### src/rtl/ps2_poly_keymap_if.sv
`default_nettype none
// ============================================================================
// Module   : ps2_poly_keymap_if
// Purpose  : Scan-code strobe bus from the PS/2 controller to the keymap.
// Signals  : ps2_key_pressed - one-cycle strobe, ps2_key_data is valid
//            ps2_key_data    - received scan-code byte
// Modports : master - PS/2 controller side (drives the strobe and byte)
//            slave  - keymap side (samples the strobe and byte)
// Revision : 1.0 - initial release
// ============================================================================
interface ps2_poly_keymap_if;
  logic       ps2_key_pressed;
  logic [7:0] ps2_key_data;

  modport master (output ps2_key_pressed, output ps2_key_data);
  modport slave  (input  ps2_key_pressed, input  ps2_key_data);
endinterface
`default_nettype wire

### src/rtl/ps2_poly_keymap.sv
`default_nettype none
// ============================================================================
// Module   : ps2_poly_keymap
// Purpose  : Polyphonic PS/2 key decoder. Parses make/break/E0 prefixes,
//            allocates up to NUM_VOICES held note keys into voice slots and
//            emits de-repeated single-cycle control pulses.
// Ports    : CLOCK_50            - system clock
//            resetn              - asynchronous active-low reset
//            ps2                 - scan-code strobe bus (slave modport)
//            voice_note          - note of slot i at [i*NOTE_W +: NOTE_W]
//            voice_gate          - slot i is held
//            voice_on/voice_off  - one-cycle allocate / release pulses
//            note_dropped        - one-cycle pulse, make with all slots busy
//            octave_*/ADSR_*     - one-cycle control pulses
//            ADSR_selector       - selected ADSR parameter (level)
// Revision : 1.0 - initial release
// ============================================================================
module ps2_poly_keymap #(
  parameter int NUM_VOICES = 4,
  parameter int NOTE_W     = 4,
  parameter int SEL_W      = 3
) (
  input  logic                         CLOCK_50,
  input  logic                         resetn,
  ps2_poly_keymap_if.slave             ps2,
  output logic [NUM_VOICES*NOTE_W-1:0] voice_note,
  output logic [NUM_VOICES-1:0]        voice_gate,
  output logic [NUM_VOICES-1:0]        voice_on,
  output logic [NUM_VOICES-1:0]        voice_off,
  output logic                         note_dropped,
  output logic                         octave_minus_minus,
  output logic                         octave_plus_plus,
  output logic                         ADSR_minus_minus,
  output logic                         ADSR_plus_plus,
  output logic [SEL_W-1:0]             ADSR_selector
);

  localparam logic [7:0] c_BRK   = 8'hF0;
  localparam logic [7:0] c_EXT   = 8'hE0;
  localparam logic [7:0] c_PANIC = 8'h76;

  typedef enum logic [1:0] {
    ST_IDLE    = 2'd0,
    ST_BRK     = 2'd1,
    ST_EXT     = 2'd2,
    ST_EXT_BRK = 2'd3
  } state_t;

  state_t r_state, w_state_nxt;
  logic   w_do_make, w_do_break;

  // --------------------------------------------------------------------------
  // Prefix parser
  // --------------------------------------------------------------------------
  always_ff @(posedge CLOCK_50 or negedge resetn) begin
    if (!resetn) r_state <= ST_IDLE;
    else         r_state <= w_state_nxt;
  end

  always_comb begin
    w_state_nxt = r_state;
    w_do_make   = 1'b0;
    w_do_break  = 1'b0;
    if (ps2.ps2_key_pressed) begin
      case (r_state)
        ST_IDLE: begin
          if (ps2.ps2_key_data == c_BRK)      w_state_nxt = ST_BRK;
          else if (ps2.ps2_key_data == c_EXT) w_state_nxt = ST_EXT;
          else                                w_do_make   = 1'b1;
        end
        ST_BRK: begin
          w_do_break  = 1'b1;
          w_state_nxt = ST_IDLE;
        end
        // Extended keys are not part of the keymap; only the prefix
        // sequence is tracked so the following byte is swallowed.
        ST_EXT:     w_state_nxt = (ps2.ps2_key_data == c_BRK) ? ST_EXT_BRK : ST_IDLE;
        ST_EXT_BRK: w_state_nxt = ST_IDLE;
        default:    w_state_nxt = ST_IDLE;
      endcase
    end
  end

  // --------------------------------------------------------------------------
  // Key decode. w_ctl_hit bit order: octave--, octave++, ADSR--, ADSR++.
  // --------------------------------------------------------------------------
  logic              w_is_note;
  logic [NOTE_W-1:0] w_note_code;
  logic [3:0]        w_ctl_hit;
  logic              w_is_sel;
  logic [SEL_W-1:0]  w_sel_val;
  logic              w_is_panic;

  always_comb begin
    w_is_note   = 1'b0;
    w_note_code = '0;
    w_ctl_hit   = 4'b0000;
    w_is_sel    = 1'b0;
    w_sel_val   = '0;
    w_is_panic  = (ps2.ps2_key_data == c_PANIC);
    case (ps2.ps2_key_data)
      8'h1C: begin w_is_note = 1'b1; w_note_code = NOTE_W'(0);  end
      8'h1D: begin w_is_note = 1'b1; w_note_code = NOTE_W'(1);  end
      8'h1B: begin w_is_note = 1'b1; w_note_code = NOTE_W'(2);  end
      8'h24: begin w_is_note = 1'b1; w_note_code = NOTE_W'(3);  end
      8'h23: begin w_is_note = 1'b1; w_note_code = NOTE_W'(4);  end
      8'h2B: begin w_is_note = 1'b1; w_note_code = NOTE_W'(5);  end
      8'h2C: begin w_is_note = 1'b1; w_note_code = NOTE_W'(6);  end
      8'h34: begin w_is_note = 1'b1; w_note_code = NOTE_W'(7);  end
      8'h35: begin w_is_note = 1'b1; w_note_code = NOTE_W'(8);  end
      8'h33: begin w_is_note = 1'b1; w_note_code = NOTE_W'(9);  end
      8'h3C: begin w_is_note = 1'b1; w_note_code = NOTE_W'(10); end
      8'h3B: begin w_is_note = 1'b1; w_note_code = NOTE_W'(11); end
      8'h1A: w_ctl_hit = 4'b0001;
      8'h22: w_ctl_hit = 4'b0010;
      8'h21: w_ctl_hit = 4'b0100;
      8'h2A: w_ctl_hit = 4'b1000;
      8'h16: begin w_is_sel = 1'b1; w_sel_val = SEL_W'(0); end
      8'h1E: begin w_is_sel = 1'b1; w_sel_val = SEL_W'(1); end
      8'h26: begin w_is_sel = 1'b1; w_sel_val = SEL_W'(2); end
      8'h25: begin w_is_sel = 1'b1; w_sel_val = SEL_W'(3); end
      8'h2E: begin w_is_sel = 1'b1; w_sel_val = SEL_W'(4); end
      default: ;
    endcase
  end

  // --------------------------------------------------------------------------
  // Voice slot allocation
  // --------------------------------------------------------------------------
  logic [NUM_VOICES*NOTE_W-1:0] r_note, w_note_nxt;
  logic [NUM_VOICES-1:0]        r_gate, w_gate_nxt;
  logic [NUM_VOICES-1:0]        r_on, w_on_nxt;
  logic [NUM_VOICES-1:0]        r_off, w_off_nxt;
  logic                         r_drop, w_drop_nxt;
  logic [NUM_VOICES-1:0]        w_match;
  logic                         w_found;

  // A slot "matches" only while gated, so released slots keep their stale
  // note without ever blocking a fresh make of the same key.
  for (genvar gi = 0; gi < NUM_VOICES; gi++) begin : g_match
    assign w_match[gi] = r_gate[gi] && (r_note[gi*NOTE_W +: NOTE_W] == w_note_code);
  end

  always_comb begin
    w_note_nxt = r_note;
    w_gate_nxt = r_gate;
    w_on_nxt   = '0;
    w_off_nxt  = '0;
    w_drop_nxt = 1'b0;
    w_found    = 1'b0;
    if (w_do_make && w_is_note) begin
      // An already-held note is a typematic repeat: no retrigger.
      if (w_match == '0) begin
        for (int i = 0; i < NUM_VOICES; i++) begin
          if (!w_found && !r_gate[i]) begin
            w_found                       = 1'b1;
            w_gate_nxt[i]                 = 1'b1;
            w_note_nxt[i*NOTE_W +: NOTE_W] = w_note_code;
            w_on_nxt[i]                   = 1'b1;
          end
        end
        w_drop_nxt = !w_found;
      end
    end else if (w_do_make && w_is_panic) begin
      w_off_nxt  = r_gate;
      w_gate_nxt = '0;
    end else if (w_do_break && w_is_note) begin
      w_off_nxt  = w_match;
      w_gate_nxt = r_gate & ~w_match;
    end
  end

  // --------------------------------------------------------------------------
  // Control keys: held flags gate the pulses so auto-repeat makes are silent
  // --------------------------------------------------------------------------
  logic [3:0]       r_held, w_held_nxt;
  logic [3:0]       r_ctl_pulse, w_ctl_pulse_nxt;
  logic [SEL_W-1:0] r_sel, w_sel_nxt;

  always_comb begin
    w_held_nxt      = r_held;
    w_ctl_pulse_nxt = 4'b0000;
    w_sel_nxt       = r_sel;
    if (w_do_make) begin
      w_ctl_pulse_nxt = w_ctl_hit & ~r_held;
      w_held_nxt      = r_held | w_ctl_hit;
      if (w_is_sel) w_sel_nxt = w_sel_val;
    end else if (w_do_break) begin
      w_held_nxt = r_held & ~w_ctl_hit;
    end
  end

  always_ff @(posedge CLOCK_50 or negedge resetn) begin
    if (!resetn) begin
      r_note      <= '0;
      r_gate      <= '0;
      r_on        <= '0;
      r_off       <= '0;
      r_drop      <= 1'b0;
      r_held      <= 4'b0000;
      r_ctl_pulse <= 4'b0000;
      r_sel       <= '0;
    end else begin
      r_note      <= w_note_nxt;
      r_gate      <= w_gate_nxt;
      r_on        <= w_on_nxt;
      r_off       <= w_off_nxt;
      r_drop      <= w_drop_nxt;
      r_held      <= w_held_nxt;
      r_ctl_pulse <= w_ctl_pulse_nxt;
      r_sel       <= w_sel_nxt;
    end
  end

  assign voice_note         = r_note;
  assign voice_gate         = r_gate;
  assign voice_on           = r_on;
  assign voice_off          = r_off;
  assign note_dropped       = r_drop;
  assign octave_minus_minus = r_ctl_pulse[0];
  assign octave_plus_plus   = r_ctl_pulse[1];
  assign ADSR_minus_minus   = r_ctl_pulse[2];
  assign ADSR_plus_plus     = r_ctl_pulse[3];
  assign ADSR_selector      = r_sel;

endmodule
`default_nettype wire

### src/flat_wrapper.sv
// flat-port wrapper written by rule: the top's interface ports become plain ports
module ps2_poly_keymap_flat 
#(
  parameter int NUM_VOICES = 4,
  parameter int NOTE_W     = 4,
  parameter int SEL_W      = 3
)
  (CLOCK_50, resetn, voice_note, voice_gate, voice_on, voice_off, note_dropped, octave_minus_minus, octave_plus_plus, ADSR_minus_minus, ADSR_plus_plus, ADSR_selector, ps2_ps2_key_pressed, ps2_ps2_key_data);
  ps2_poly_keymap_if ps2_i ();
  input  logic CLOCK_50;
  input  logic resetn;
  output logic [NUM_VOICES*NOTE_W-1:0] voice_note;
  output logic [NUM_VOICES-1:0] voice_gate;
  output logic [NUM_VOICES-1:0] voice_on;
  output logic [NUM_VOICES-1:0] voice_off;
  output logic note_dropped;
  output logic octave_minus_minus;
  output logic octave_plus_plus;
  output logic ADSR_minus_minus;
  output logic ADSR_plus_plus;
  output logic [SEL_W-1:0] ADSR_selector;
  input wire logic [$bits(ps2_i.ps2_key_pressed)-1:0] ps2_ps2_key_pressed;
  input wire logic [$bits(ps2_i.ps2_key_data)-1:0] ps2_ps2_key_data;
  assign ps2_i.ps2_key_pressed = ps2_ps2_key_pressed;
  assign ps2_i.ps2_key_data = ps2_ps2_key_data;
  ps2_poly_keymap #(.NUM_VOICES(NUM_VOICES), .NOTE_W(NOTE_W), .SEL_W(SEL_W)) u_core (.CLOCK_50(CLOCK_50), .resetn(resetn), .ps2(ps2_i), .voice_note(voice_note), .voice_gate(voice_gate), .voice_on(voice_on), .voice_off(voice_off), .note_dropped(note_dropped), .octave_minus_minus(octave_minus_minus), .octave_plus_plus(octave_plus_plus), .ADSR_minus_minus(ADSR_minus_minus), .ADSR_plus_plus(ADSR_plus_plus), .ADSR_selector(ADSR_selector));
endmodule
### config.mk
export PLATFORM = sky130hd
export DESIGN_NAME = ps2_poly_keymap_flat
export DESIGN_NICKNAME = d
export VERILOG_FILES = /design/src/rtl/ps2_poly_keymap_if.sv /design/src/rtl/ps2_poly_keymap.sv /design/src/flat_wrapper.sv
export SDC_FILE = /design/constraint.sdc
export NUM_CORES = 1
export LEC_CHECK = 0
export ABC_AREA = 1
export BUFFER_PORTS_ARGS = -buffer_cell sky130_fd_sc_hd__buf_4
export CAP_MARGIN = 20
export CORE_MARGIN = 2
export CORE_UTILIZATION = 40
export CTS_CLUSTER_SIZE = 20
export DETAILED_ROUTE_END_ITERATION = 12
export GPL_TIMING_DRIVEN = 1
export MAX_ROUTING_LAYER = met4
export PLACE_DENSITY = 0.6
export SYNTH_ARGS = -nofsm -noshare
export SYNTH_HDL_FRONTEND = slang
export SYNTH_SLANG_ARGS = --single-unit
### constraint.sdc
create_clock -name CLOCK_50 -period 1.65 [get_ports CLOCK_50]
set_clock_uncertainty 0.1 [all_clocks]
set_input_delay 0.165 -clock CLOCK_50 [delete_from_list [all_inputs] [get_ports CLOCK_50]]
set_output_delay 0.165 -clock CLOCK_50 [all_outputs]
set_load 0.03 [all_outputs]
==> flow_summary.ini <==
[clocking]
htree_levels = 2
clk_latency_ns = 0.30
clkTransAtPathRegs_ns = 0.09
cts_tree = yes
root_buffer = clkbuf_8
cts_made_buffers = 5
cts_sinks = 42
clock_path_buffers = 2

[cells_and_area]
final_area_um2 = 3740
area_growth_pct = 51.7
final_nets = 453
antenna_cells = 0
drive_above_1_share = 0.411

[logic_synthesis]
yosysWarnings = 0
ys_async_sr_fraction = 1.00
synthTopCellsByCount = 123 x nand2_1, 42 x dfrtp_1, 41 x inv_1, 32 x nor2_1, 20 x nand4_1
synth-seq-cells = 42
yosysUniqueCellTypes = 31
synth_nets = 352
syn_inst = 341
syn_area_per_cell_um2 = 7.23
yosys-top-cells-area = dfrtp_1 43%, nand2_1 19%, inv_1 6.2%, nand4_1 5.1%, nor2_1 4.9%
yosysTopAreaCellShare = 0.426
netlist_area_um2 = 2470
yosysSeqAreaShare = 0.426
synth-edff-count = 0
synthMostInstantiatedCell = nand2_1
synth-main-ff-cell = dfrtp_1
synth_top_cell_by_area = dfrtp_1

[die]
initial_core_util = 0.414
num_io_pins = 47
core_area_um2 = 5960
fp.dieH_um = 82.5
rows = 28
die_w_um = 82.5
dieArea_um2 = 6810

[grt]
grt_pass1_wl_um = 10800
grt_pass1_vias = 2276
grt_max_degree = 43
grt_usage = 0.211
antenna_found_initial = 0
grt_overflow = 0

[placed_design]
place_congestion = 0.878
hpwl_um = 5050
portBuffers = 46
place_area_um2 = 3280

[timing]
timing.fmax_mhz = 554
finalSetupViolCount = 22
slew_headroom = 0.652
final.setup.worst_slack_ns = -0.155
fin_crit_sh = 1.09
fin_crit_ns = 1.81
slew_violations = 0
final_hold_viol_count = 0
worst-slew-pin-transition_ns = 0.522
rsz0062_at_grt = true

[min_path]
hold_path_class = in -> reg
min_path_cells = 3
hold_start = ps2_ps2_key_pressed
worstHoldEndpoint = u_core.r_state[0]$_DFFE_PN0P_

[job]
maxCapViolCount = 0

[setup_path]
crit_chain = buf_4 > inv_1 > nand2_2 > nor2_4 > nand2_2 > o21ai_2 > inv_2 > nand2_4 > nand2_2 > nand2_2 > nor2_4 > nand3_2 > nand2_2 > nor2_4 > buf_6 > buf_12 > nand3_4 > nand2_2 > nand2_1
regToRegEndpoint = u_core.voice_note[6]$_DFFE_PN0P_
startpoint_type = primary input
max_stage_delay_ns = 0.16
r2r_cells = 11
cpMostUsedCell = nand2_2
end_kind = register
worstReg2RegStart = u_core.voice_note[2]$_DFFE_PN0P_
slowest_stage = nor2_4
required_ns = 1.75
r2r_slack_ns = -0.03
worst-setup-path-type = in -> reg
cp_max_fo = 6
critPathArrivalTime_ns = 1.91

[route]
antenna_left = 0
vias = 2522
vias_per_cell = 4.87
wirelength_um = 6850
firstDrtPassIters = 4
drc_errors = 0
drtIter0Drc = 136
wl_per_cell_um = 13.2

[power]
p_leak_nw = 2.08
total_power_mw = 3.17
powerDensity_nw_per_um2 = 847
irDropWorstVdd_mv = 0.542

[status]
violations = negative setup slack
status = finished with violations
==> layer usage <==
layer	vias to the layer above	global-route usage	routed length [um]
li1	1296	-	-
met1	1155	0.300	3260
met2	63	0.312	3110
met3	8	0.0402	384
met4	0	0.0492	96
met5	-	-	0
==> worst max-delay path: cells and delay by family <==
| kind | cells | cell delay, ns |
|---|---|---|
| compound gates | 1 | 0.07 |
| simple gates | 13 | 1.11 |
| buf+inv | 5 | 0.54 |
==> layout by cell type (no fill, tap or decap), types with 4 or more instances in the layout <==
master / count
nand2_1: 105
buf_4: 85
dfrtp_1: 42
inv_1: 36
nand4_1: 20
nand2_2: 18
nor2_1: 18
nand3_1: 13
nor2_2: 11
nor2_4: 10
nand2_4: 9
buf_6: 8
o21ai_0: 7
inv_2: 6
nand3_2: 5
clkbuf_8: 5
nor4_1: 4
nand3_4: 4
nor3_1: 4
==> how the worst max path moves through the flow <==
stage | from | endpoint | slack [ns] | cells after the start
2_1_floorplan | ps2_ps2_key_data[3] | u_core.voice_note[2]$_DFFE_PN0P_ | -0.04 | 16
3_3_place_gp | ps2_ps2_key_data[7] | u_core.voice_note[13]$_DFFE_PN0P_ | -0.41 | 17
3_5_place_dp | ps2_ps2_key_data[7] | u_core.voice_note[12]$_DFFE_PN0P_ | -0.45 | 17
4_1_cts | ps2_ps2_key_data[0] | u_core.voice_note[12]$_DFFE_PN0P_ | -0.04 | 17
5_1_grt | ps2_ps2_key_data[3] | u_core.voice_note[0]$_DFFE_PN0P_ | -0.27 | 17
6_report | ps2_ps2_key_data[3] | u_core.voice_note[13]$_DFFE_PN0P_ | -0.16 | 19
==> sequential cells by signal, summed over array words and instances (netlist names), named ones only <==
| name | cells |
|---|---|
| u_core.r_ctl_pulse | 4 |
| u_core.voice_off | 4 |
| u_core.note_dropped | 1 |
| u_core.voice_gate | 4 |
| u_core.r_state | 2 |
| u_core.voice_note | 16 |
| u_core.ADSR_selector | 3 |
| u_core.voice_on | 4 |
==> cell type report <==
type,count,area [um2]
inverters,46,203
multi-input cells,248,1440
clock buffers,5,68.8
fillers,520,2210
well taps,75,93.8
clock inverters,3,43.8
repair buffers,99,843
flip-flops and latches,42,1050
==> per-stage QoR <==
stage	setup TNS, ns	setup WS [ns]	util	cells	hold slack, ns
3_5_place_dp	-10.45	-0.450	0.550	499	0.0916
3_3_place_gp	-10.23	-0.414	0.550	499	0.0810
4_1_cts	-0.418	-0.0426	0.578	508	0.0778
5_1_grt	-5.38	-0.268	0.628	518	0.120
2_1_floorplan	-0.197	-0.0359	-	341	-0.231
6_report	-2.58	-0.155	0.628	518	0.0781
==> cell families (layout without fill, tap and decap cells) <==
family	count (synthesis)	in the layout	share of synthesized area
xor gates and xnor gates	2	2	0.00710
DFF	42	42	0.426
buffers and inverters	51	153	0.0857
AOI/OAI and AO/OA	20	20	0.0482
and+or+nand+nor	226	226	0.433
==> power by group <==
part | total [mW] | internal [mW] | leakage [nW] | switching, mW
combinational | 1.18 | 0.571 | 1.45 | 0.612
sequential | 1.14 | 1.09 | 0.576 | 0.0465
clock | 0.846 | 0.454 | 0.0585 | 0.392
total | 3.17 | 2.12 | 2.08 | 1.05
==> what timing repair did <==
action	CTS	global route
endpoints found under the setup margin	19	32
endpoints found under the hold margin	42	0
gates resized for setup	10	56
hold buffers	1	0
gates cloned	0	2
pin swaps	0	17
setup buffers	0	9
Note: power is estimated with default switching activity, not from simulation.
